$ cat src/rtl/mips_mem_arbiter.sv
// Two-port bus arbiter for a MIPS core: instruction fetch and load/store share one memory bus.
// Data wins contested grants until fetch has lost STARVE_LIMIT in a row, then fetch is served once.
module mips_mem_arbiter #(
    parameter int STARVE_LIMIT = 3,
    parameter int ADDR_W       = 32
) (
    input  logic              clk,
    input  logic              reset,
    // fetch port
    input  logic              instr_req,
    input  logic [ADDR_W-1:0] instr_addr,
    output logic [31:0]       instr_rdata,
    output logic              instr_done,
    // load/store port
    input  logic              data_read,
    input  logic              data_write,
    input  logic [ADDR_W-1:0] data_addr,
    input  logic [31:0]       data_wdata,
    input  logic [3:0]        data_byteenable,
    output logic [31:0]       data_rdata,
    output logic              data_done,
    // memory bus
    output logic [ADDR_W-1:0] mem_address,
    output logic              mem_read,
    output logic              mem_write,
    output logic [31:0]       mem_writedata,
    output logic [3:0]        mem_byteenable,
    input  logic [31:0]       mem_readdata,
    input  logic              mem_waitrequest,
    // debug view of the arbiter FSM
    output logic [1:0]        state_dbg
);

    // Handshake: a request is a level, sampled only while IDLE; the granted transfer sits on
    // the bus until the first cycle with mem_waitrequest=0, and the port's done pulses in the
    // following cycle. A request still high in its done cycle is taken as a new request.

    typedef enum logic [1:0] {
        IDLE       = 2'd0,
        INSTR_XFER = 2'd1,
        DATA_XFER  = 2'd2
    } state_t;

    localparam int               CNT_W   = (STARVE_LIMIT < 1) ? 1 : $clog2(STARVE_LIMIT + 1);
    localparam logic [CNT_W-1:0] CNT_MAX = CNT_W'(STARVE_LIMIT);

    state_t              state_q, state_d;
    logic [ADDR_W-1:0]   addr_q, addr_d;
    logic [31:0]         wdata_q, wdata_d;
    logic [3:0]          be_q, be_d;
    logic                wr_q, wr_d;
    logic [CNT_W-1:0]    cnt_q, cnt_d;
    logic                instr_done_q, instr_done_d;
    logic                data_done_q, data_done_d;
    logic [31:0]         instr_rdata_q, instr_rdata_d;
    logic [31:0]         data_rdata_q, data_rdata_d;

    logic instr_pend;
    logic data_pend;
    logic xfer;

    assign instr_pend = instr_req;
    assign data_pend  = data_read | data_write;

    always_comb begin
        state_d       = state_q;
        addr_d        = addr_q;
        wdata_d       = wdata_q;
        be_d          = be_q;
        wr_d          = wr_q;
        cnt_d         = cnt_q;
        instr_done_d  = 1'b0;
        data_done_d   = 1'b0;
        instr_rdata_d = instr_rdata_q;
        data_rdata_d  = data_rdata_q;

        case (state_q)
            IDLE: begin
                if (instr_pend && (!data_pend || cnt_q == CNT_MAX)) begin
                    state_d = INSTR_XFER;
                    addr_d  = instr_addr;
                    wdata_d = '0;
                    be_d    = 4'hF;
                    wr_d    = 1'b0;
                    cnt_d   = '0;
                end else if (data_pend) begin
                    state_d = DATA_XFER;
                    addr_d  = data_addr;
                    wdata_d = data_wdata;
                    be_d    = data_byteenable;
                    // a simultaneous read+write is served as the write alone
                    wr_d    = data_write;
                    if (instr_pend && cnt_q != CNT_MAX) begin
                        cnt_d = cnt_q + CNT_W'(1);
                    end
                end
            end
            INSTR_XFER: begin
                if (!mem_waitrequest) begin
                    state_d       = IDLE;
                    instr_done_d  = 1'b1;
                    instr_rdata_d = mem_readdata;
                end
            end
            DATA_XFER: begin
                if (!mem_waitrequest) begin
                    state_d     = IDLE;
                    data_done_d = 1'b1;
                    if (!wr_q) begin
                        data_rdata_d = mem_readdata;
                    end
                end
            end
            default: begin
                state_d = IDLE;
            end
        endcase
    end

    always_ff @(posedge clk or negedge reset) begin
        if (!reset) begin
            state_q       <= IDLE;
            addr_q        <= '0;
            wdata_q       <= '0;
            be_q          <= '0;
            wr_q          <= 1'b0;
            cnt_q         <= '0;
            instr_done_q  <= 1'b0;
            data_done_q   <= 1'b0;
            instr_rdata_q <= '0;
            data_rdata_q  <= '0;
        end else begin
            state_q       <= state_d;
            addr_q        <= addr_d;
            wdata_q       <= wdata_d;
            be_q          <= be_d;
            wr_q          <= wr_d;
            cnt_q         <= cnt_d;
            instr_done_q  <= instr_done_d;
            data_done_q   <= data_done_d;
            instr_rdata_q <= instr_rdata_d;
            data_rdata_q  <= data_rdata_d;
        end
    end

    // Bus is driven purely from the latched transfer, so it cannot move during wait states.
    assign xfer           = (state_q != IDLE);
    assign mem_address    = xfer ? addr_q  : '0;
    assign mem_writedata  = xfer ? wdata_q : '0;
    assign mem_byteenable = xfer ? be_q    : '0;
    assign mem_read       = xfer && !wr_q;
    assign mem_write      = xfer && wr_q;

    assign instr_done  = instr_done_q;
    assign data_done   = data_done_q;
    assign instr_rdata = instr_rdata_q;
    assign data_rdata  = data_rdata_q;
    assign state_dbg   = state_q;

endmodule

$ cat config.mk
export PLATFORM = sky130hd
export DESIGN_NAME = mips_mem_arbiter
export DESIGN_NICKNAME = d
export VERILOG_FILES = /design/src/rtl/mips_mem_arbiter.sv
export SDC_FILE = /design/constraint.sdc
export NUM_CORES = 1
export LEC_CHECK = 0
export CORE_MARGIN = 2
export CORE_UTILIZATION = 38
export CTS_BUF_LIST = sky130_fd_sc_hd__clkbuf_16
export DETAILED_ROUTE_END_ITERATION = 16
export DONT_BUFFER_PORTS = 1
export GPL_TIMING_DRIVEN = 0
export PLACE_DENSITY = 0.53
export REMOVE_ABC_BUFFERS = 1
export SKIP_LAST_GASP = 1
export SLEW_MARGIN = 25
export SYNTH_ARGS = -nofsm -noshare
export SYNTH_HDL_FRONTEND = slang
export SYNTH_SLANG_ARGS = --single-unit
$ cat constraint.sdc
create_clock -name clk -period 2.26 [get_ports clk]
set_input_delay 0.226 -clock clk [delete_from_list [all_inputs] [get_ports clk]]
set_output_delay 0.226 -clock clk [all_outputs]
set_load 0.02 [all_outputs]
======== Word-level counts from Yosys, hierarchy flattened ========
Cells that the tools add are included.
word-level totals
  register bits ........................... 139
  input bits .............................. 138
  output and inout port bits .............. 138
  word-level logic and storage cells ...... 58
operators by class
  add/sub/neg operators ................... 1
  eq/ne operators ......................... 6
  multiplexer cells ....................... 21
  bitwise gates (word level) .............. 3
  reduce and logical (&&, ||, !) cells .... 17
operator list
  kind                                                             count
  32-bit two-way mux                                               6
  2-bit two-way mux                                                6
  4-bit two-way mux                                                3
  2-bit AND reduction                                              3
  3-bit AND reduction                                              2
  2-bit nonzero test                                               3
  1-bit two-way mux                                                5
  2-bit == test, second input constant                             2
  1-bit logical AND                                                4
  2-bit inequality test, second input constant                     2
  2-bit case mux with 2 select lines                               1
  3-bit inequality test, second input constant                     1
  2-bit by 1-bit adder with 2-bit output, second input constant    1
  2-bit by 1-bit == test with 1-bit output, second input constant  1
  1-bit zero test                                                  2
  2-bit zero test                                                  1
  1-bit inverter                                                   2
  2-bit OR reduction                                               1
  1-bit logical OR                                                 1
  1-bit OR                                                         1

======== Depth between registers and ports, before layout ========
Gate-level depths: netlist (run 1).
  depth in word-level cells ............... 6
  depth in mapped cells ................... 7
  gate-level depth less buffers ........... 5

======== Worst setup path before layout (run 1) ========
Ideal clock, no wire load.
  path type ............................... reg2out
  from .................................... register state_q[0], in the netlist state_dbg[0]
  to ...................................... output port mem_address[10]
  data arrival time ....................... 1.593 ns
  required time ........................... 2.034 ns
  slack ................................... 0.441 ns
  stages on the path, launching flop included .. 6
  path buffers ............................ 2
  cell sequence ........................... dfrtp_1 -> inv_1 -> ha_1 -> clkbuf_1 -> clkbuf_1 -> nor2b_1
between the ends
  word-level cells in the longest chain between the ends .. 2
RTL lines
  element                 line  source
  start, declared         47    state_t state_q, state_d;
  start signal, assigned  133   state_q <= state_d;
  2-bit nonzero test      147   assign xfer = (state_q != IDLE);
  32-bit two-way mux      148   assign mem_address = xfer ? addr_q : '0;
  end, declared           23    output logic [ADDR_W-1:0] mem_address,
Every way passes these cells.

======== Final worst setup path (run 1) ========
  from .................................... register state_q[0], in the netlist state_dbg[0]
  to ...................................... output port mem_writedata[7]
between the ends
  word-level cells in the longest chain between the ends .. 2
RTL lines
  element             line  source
  2-bit nonzero test  147
  32-bit two-way mux  149   assign mem_writedata = xfer ? wdata_q : '0;
  end, declared       26    output logic [31:0] mem_writedata,
Every way passes these cells.

==> results.txt, run 1 <==
commonest cells after routing, fill and taps aside - dfrtp_1 (139), dlygate4sd3_1 (102), mux2_2 (61)
# DRC - 0
worst slew pin tran - 1010 ps
Synth area leaders - dfrtp_1 (57%), mux2_2 (11%), nor2b_1 (7.4%)
Yosys top cell area share - 0.570
Design Area, Final - 8050 um2
CTS tree - yes
synth unique cells - 30
Syn-to-layout area delta - 32.0%
CP Launch Type - register
HP Class - in -> async
Max-Slew Margin vs Limit - 0.325
final core utilization - 0.510
Hold Vio Cnt, Final - 139
Post-DP Area - 6290 um2
Initial Util - 0.387
failing checks - negative hold slack
IO Count - 276
routed vias - 4535
post-synthesis register bit count - 139
max frequency - 453 MHz
maxcap violations - 0
worst hold margin - -492 ps
final setup fails - 0
CP max stage cell - dfrtp_1
1st-iter DRT viols - 294
drt pass-1 iters - 4
Power Total - 13.0 mW
cell taking the most area after synthesis - dfrtp_1
final worst path period share - 0.976
min cycle time layout - 2210 ps
H-tree depth - 4
Seq/Total Area, Yosys - 0.570
pwr dens - 1610 nW/um2
DP HPWL - 10300 um
Cells after Synth - 515
Static Leak - 3.37 nW
Pins Over Slew Limit - 0
RSZ-0062 raised after global routing - true
initial antenna violation count - 0
Crit Path Class - reg -> out
largest net degree at the start of global routing - 140
fraction of layout cells with a size suffix above 1 - 0.205
Mean Syn Cell Area - 11.8 um2
setup ws final - 54.4 ps
Clock Sinks - 139
Critical Path RT - 2030 ps
Rows - 46
post-synthesis cell area - 6100 um2
clk_lat worst skew - 410 ps
WL/cell - 20.4 um
CP arrival - 1980 ps
Crit Path Max Fanout - 32
global-route wire length before repair - 24800 um
Synth warnings - 0
IO Port Bufs - 0
GRT overflow - 0
die area - 17100 um2
Critical Path Sink Type - output pin
placer congestion estimate - 0.729
Chip Width - 131 um
n_diodes - 0
dpl ws - -368 ps
number of global-route vias before repair - 4766
max incr delay on CP - 520 ps
via/cell ratio - 5.42
setup TNS - 0 ps
Worst VDD drop - 0.706 mV
CTS clk-pin slew, worst paths - 60 ps
Clock Skew - 14.1 ps
most common cell after layout, fill and taps aside - dfrtp_1
Cell Chain, Critical Path - inv_1 > ha_4 > buf_16 > nor2b_1
Cells after DPL - 695
post-route ant nets - 0
Hold-fix buffers, CTS - 102
core area - 15800 um2
CTS root buf - clkbuf_16
fin nets - 750
cts bufs inserted - 17
die height - 131 um
Longest Clk Path Bufs - 2
drt total wl - 17000 um
status - finished, violations left
GR Util All Layers - 0.189
count of non-filler cells in the finished layout - 837
area by class of cell:
class	instances	area (um2)
Sequential cell	139	3480
Timing Repair Buffer	117	1280
Clock inverter	15	148
Tap cell	216	270
Clock buffer	17	425
Inverter	4	15.0
Fill cell	1389	7720
Multi-Input combinational cell	329	2430
cells in the mapped netlist (all sizes together):
cell    instances
a21o            1
a21oi          35
a22o           32
a31oi          32
a32o            1
a32oi           1
buf            27
clkbuf         17
dfrtp         139
ha              4
inv             4
mux2           64
nand2           5
nor2           34
nor2b          72
nor3            1
o21ai          36
o21ba           1
o21bai          1
o22a            4
o22ai           1
o31a            1
o31ai           1
or2             1
power by group:
group | internal, mW | switching [mW]
Sequential | 3.71 | 1.52
Clock | 1.63 | 1.09
Combinational | 2.10 | 2.93
Total | 7.44 | 5.53
sequential cells by signal (all words and copies together) (netlist names):
signal       count
data_done        1
state_dbg        2
instr_done       1
instr_rdata     32
wdata_q         32
cnt_q            2
addr_q          32
be_q             4
wr_q             1
data_rdata      32
per-layer routing:
layer | up-vias | share of wire | wire length, um | global-route usage
met4 | 0 | 0.015 | 250 | 0.0682
met1 | 2265 | 0.40 | 6860 | 0.222
met3 | 17 | 0.092 | 1570 | 0.0704
met2 | 240 | 0.49 | 8360 | 0.319
met5 | - | 0 | 0 | 0
li1 | 2013 | - | - | -
kinds of logic after synthesis:
family / after synthesis / share of synthesized area
buf+inv: 48 / 0.0443
flops: 139 / 0.570
simple gates: 113 / 0.0997
mux: 64 / 0.118
compound gates: 147 / 0.159
fa+ha+maj: 4 / 0.00821
critical path, delay by kind of cell, from the launching register on:
| kind | cells | cell delay [ps] |
|---|---|---|
| simple gates | 1 | 410 |
| flops | 1 | 520 |
| fa+ha+maj | 1 | 260 |
| buf+inv | 2 | 350 |
timing repair:
item / 4_1_cts / 5_1_grt
setup buffers: 3 / 2
hold endpoints to repair: 273 / 139
pin swaps: 0 / 1
gates resized for setup: 5 / 7
endpoints found under the setup margin: 55 / 108
gates cloned: 1 / 1
path summary, 6_finish.rpt:
path / depth (start not counted) / slack, ps / startpoint / endpoint
max in group asynchronous: 0 / 2590 / reset / addr_q[2]
setup reg to reg: 6 / 100 / state_dbg[0] / data_rdata[8]
setup / recovery: 4 / 50 / state_dbg[0] / mem_writedata[7]
min in group clk: 2 / 40 / instr_req / addr_q[3]
hold / removal: 0 / -490 / reset / instr_rdata[23]
hold reg to reg: 2 / 480 / cnt_q[1] / cnt_q[1]
(Power assumes the default switching activity.)
==> inputs of run 2 (changes only) <==
--- a/config.mk
+++ b/config.mk
@@ -6,12 +6,12 @@
 export NUM_CORES = 1
 export LEC_CHECK = 0
 export CORE_MARGIN = 2
-export CORE_UTILIZATION = 38
+export CORE_UTILIZATION = 58
 export CTS_BUF_LIST = sky130_fd_sc_hd__clkbuf_16
 export DETAILED_ROUTE_END_ITERATION = 16
 export DONT_BUFFER_PORTS = 1
 export GPL_TIMING_DRIVEN = 0
-export PLACE_DENSITY = 0.53
+export PLACE_DENSITY = 0.75
 export REMOVE_ABC_BUFFERS = 1
 export SKIP_LAST_GASP = 1
 export SLEW_MARGIN = 25
==> run 2 against run 1 <==
  * The flow still finishes with violations (negative hold slack)
  * Critical path depth is the same
  * Largest cell class unchanged
  * Highest routed layer unchanged
  * Combinational power grew 2%
  * Fmax shrank 0.74%
  * Clock skew shrank 3.6 ps
  * Power grew 1.9%
  * Clock power grew 3%
  * Critical endpoint is now mem_address[13]
==> results.txt, run 2 (synthesized netlist as in run 1, its figures left out) <==
drt pass-1 iters - 5 (+1)
cts bufs inserted - 17 (unchanged)
Chip Width - 107 um (-18%)
Power Total - 13.2 mW (+1.9%)
Max-Slew Margin vs Limit - 0.345 (+0.0193)
GRT overflow - 0 (unchanged)
CTS tree - yes
post-route ant nets - 0 (unchanged)
Filler cells - 581 (-58%)
CTS root buf - clkbuf_16
status - finished, violations left
fraction of layout cells with a size suffix above 1 - 0.225 (+0.0206)
Setup crit start - state_dbg[0]
Worst R2R End - be_q[2]
max incr delay on CP - 530 ps (about the same)
launching point of the worst reg2reg path - state_dbg[0]
slack of the worst reg-to-reg path - 100 ps (about the same)
clk_lat worst skew - 410 ps (about the same)
initial antenna violation count - 0 (unchanged)
Longest Clk Path Bufs - 2 (unchanged)
CP max stage cell - dfrtp_1
largest net degree at the start of global routing - 140 (unchanged)
number of global-route vias before repair - 4844 (+1.6%)
Syn-to-layout area delta - 30.9%
Critical Path RT - 2030 ps (about the same)
Worst VDD drop - 0.986 mV (+40%)
core area - 10300 um2 (-35%)
Rows - 37 (-20%)
pwr dens - 1660 nW/um2 (+2.8%)
failing checks - negative hold slack
WL/cell - 23.3 um (+14%)
die area - 11300 um2 (-34%)
GR Util All Layers - 0.305 (+0.116)
maxcap violations - 0 (unchanged)
Hold Vio Cnt, Final - 139 (unchanged)
worst hold margin - -489 ps (+2.62 ps)
RSZ-0062 raised after global routing - true
Static Leak - 3.37 nW (about the same)
Pins Over Slew Limit - 0 (unchanged)
DP HPWL - 9680 um (-6.1%)
IO Port Bufs - 0 (unchanged)
n_diodes - 0 (unchanged)
final setup fails - 0 (unchanged)
placer congestion estimate - 0.776 (+6.5%)
CP arrival - 2000 ps (+20 ps)
via/cell ratio - 6.23 (+15%)
CTS clk-pin slew, worst paths - 60 ps (about the same)
Clock Sinks - 139 (unchanged)
HP Class - in -> async
max frequency - 450 MHz (-0.74%)
fin nets - 752 (+0.27%)
Hold-fix buffers, CTS - 100 (-2.0%)
CP Launch Type - register
H-tree depth - 4 (unchanged)
Crit Path Max Fanout - 32 (unchanged)
most common cell after layout, fill and taps aside - dfrtp_1
Critical Path Sink Type - output pin
global-route wire length before repair - 26500 um (+6.8%)
Initial Util - 0.593 (+0.207)
commonest cells after routing, fill and taps aside - dfrtp_1 (139), dlygate4sd3_1 (100), mux2_2 (61)
drt total wl - 17600 um (+3.5%)
Clock Skew - 10.5 ps (-3.64 ps)
Cell Chain, Critical Path - inv_1 > ha_4 > clkbuf_16 > nor2b_1
worst slew pin tran - 980 ps (-30.4 ps)
die height - 107 um (-18%)
final worst path period share - 0.983 (+0.00731)
Crit Path Class - reg -> out
R2R depth - 7 (+1)
IO Count - 276 (unchanged)
routed vias - 4722 (+4.1%)
# DRC - 0 (unchanged)
1st-iter DRT viols - 401 (+36%)
min cycle time layout - 2220 ps (+16.5 ps)
==> run 2: final cells by class <==
class                      instances  area, um2  share of cell area
inverter                           4       15.0             0.00188
multi-input combinational        330       2460               0.308
tap                              136        170              0.0213
clock buffer                      17        425              0.0533
timing repair buffer             118       1260               0.158
sequential                       139       3480               0.436
clock inverter                    14        173              0.0216
==> run 2: worst max-delay path: cells and delay by family, from the launching register on <==
kind	cells	cell delay, ps
adders and majority gates	1	260
buffers and inverters	2	400
DFF	1	530
and+or+nand+nor	1	390
==> run 2: metal layers <==
| metal | up-vias | part of all wire | global-route usage |
|---|---|---|---|
| met5 | - | 0 | 0 |
| met4 | 0 | 0.027 | 0.123 |
| met3 | 45 | 0.10 | 0.0999 |
| met2 | 323 | 0.51 | 0.520 |
| met1 | 2342 | 0.36 | 0.356 |
| li1 | 2012 | - | - |
==> run 2: repair_timing <==
action / CTS / global route
pin swaps: 0 / 1
resized for setup: 9 / 12
setup endpoints to repair: 52 / 99
gates cloned: 2 / 1
endpoints found under the hold margin: 271 / 139
setup buffers: 6 / 3
==> run 2: how the worst max path moves through the flow <==
stage / end / slack (ps) / cells after the start
6_report: mem_address[13] / 40 / 4
3_5_place_dp: wdata_q[24] / -330 / 7
4_1_cts: data_rdata[16] / -30 / 5
2_1_floorplan: wdata_q[0] / -1800 / 5
3_3_place_gp: wdata_q[30] / -3650 / 5
5_1_grt: mem_address[4] / -50 / 4
==> run 2: where the power goes <==
part	leakage [nW]	switching, mW	internal (mW)
Combinational	1.41	3.00	2.13
Clock	0.300	1.07	1.74
Sequential	1.66	1.58	3.71
Total	3.37	5.64	7.58
==> run 2: stage by stage <==
stage | cell area (um2) | setup TNS [ps] | setup WS [ps] | std cells | util
floorplan | 5840 | -156230 | -1800 | 471 | -
global placement | 6010 | -374320 | -3650 | 607 | 0.585
detailed placement | 6180 | -10860 | -333 | 615 | 0.601
CTS | 7900 | -259 | -28.2 | 754 | 0.769
global route | 7980 | -431 | -50.5 | 758 | 0.777
finish | 7980 | 0 | 37.8 | 758 | 0.777
==> inputs of run 3 (changes only) <==
--- a/config.mk
+++ b/config.mk
@@ -5,6 +5,7 @@
 export SDC_FILE = /design/constraint.sdc
 export NUM_CORES = 1
 export LEC_CHECK = 0
+export CAP_MARGIN = 20
 export CORE_MARGIN = 2
 export CORE_UTILIZATION = 58
 export CTS_BUF_LIST = sky130_fd_sc_hd__clkbuf_16
==> results of run 3 <==
Final layout, timing and power as in run 2 (identical DEF).
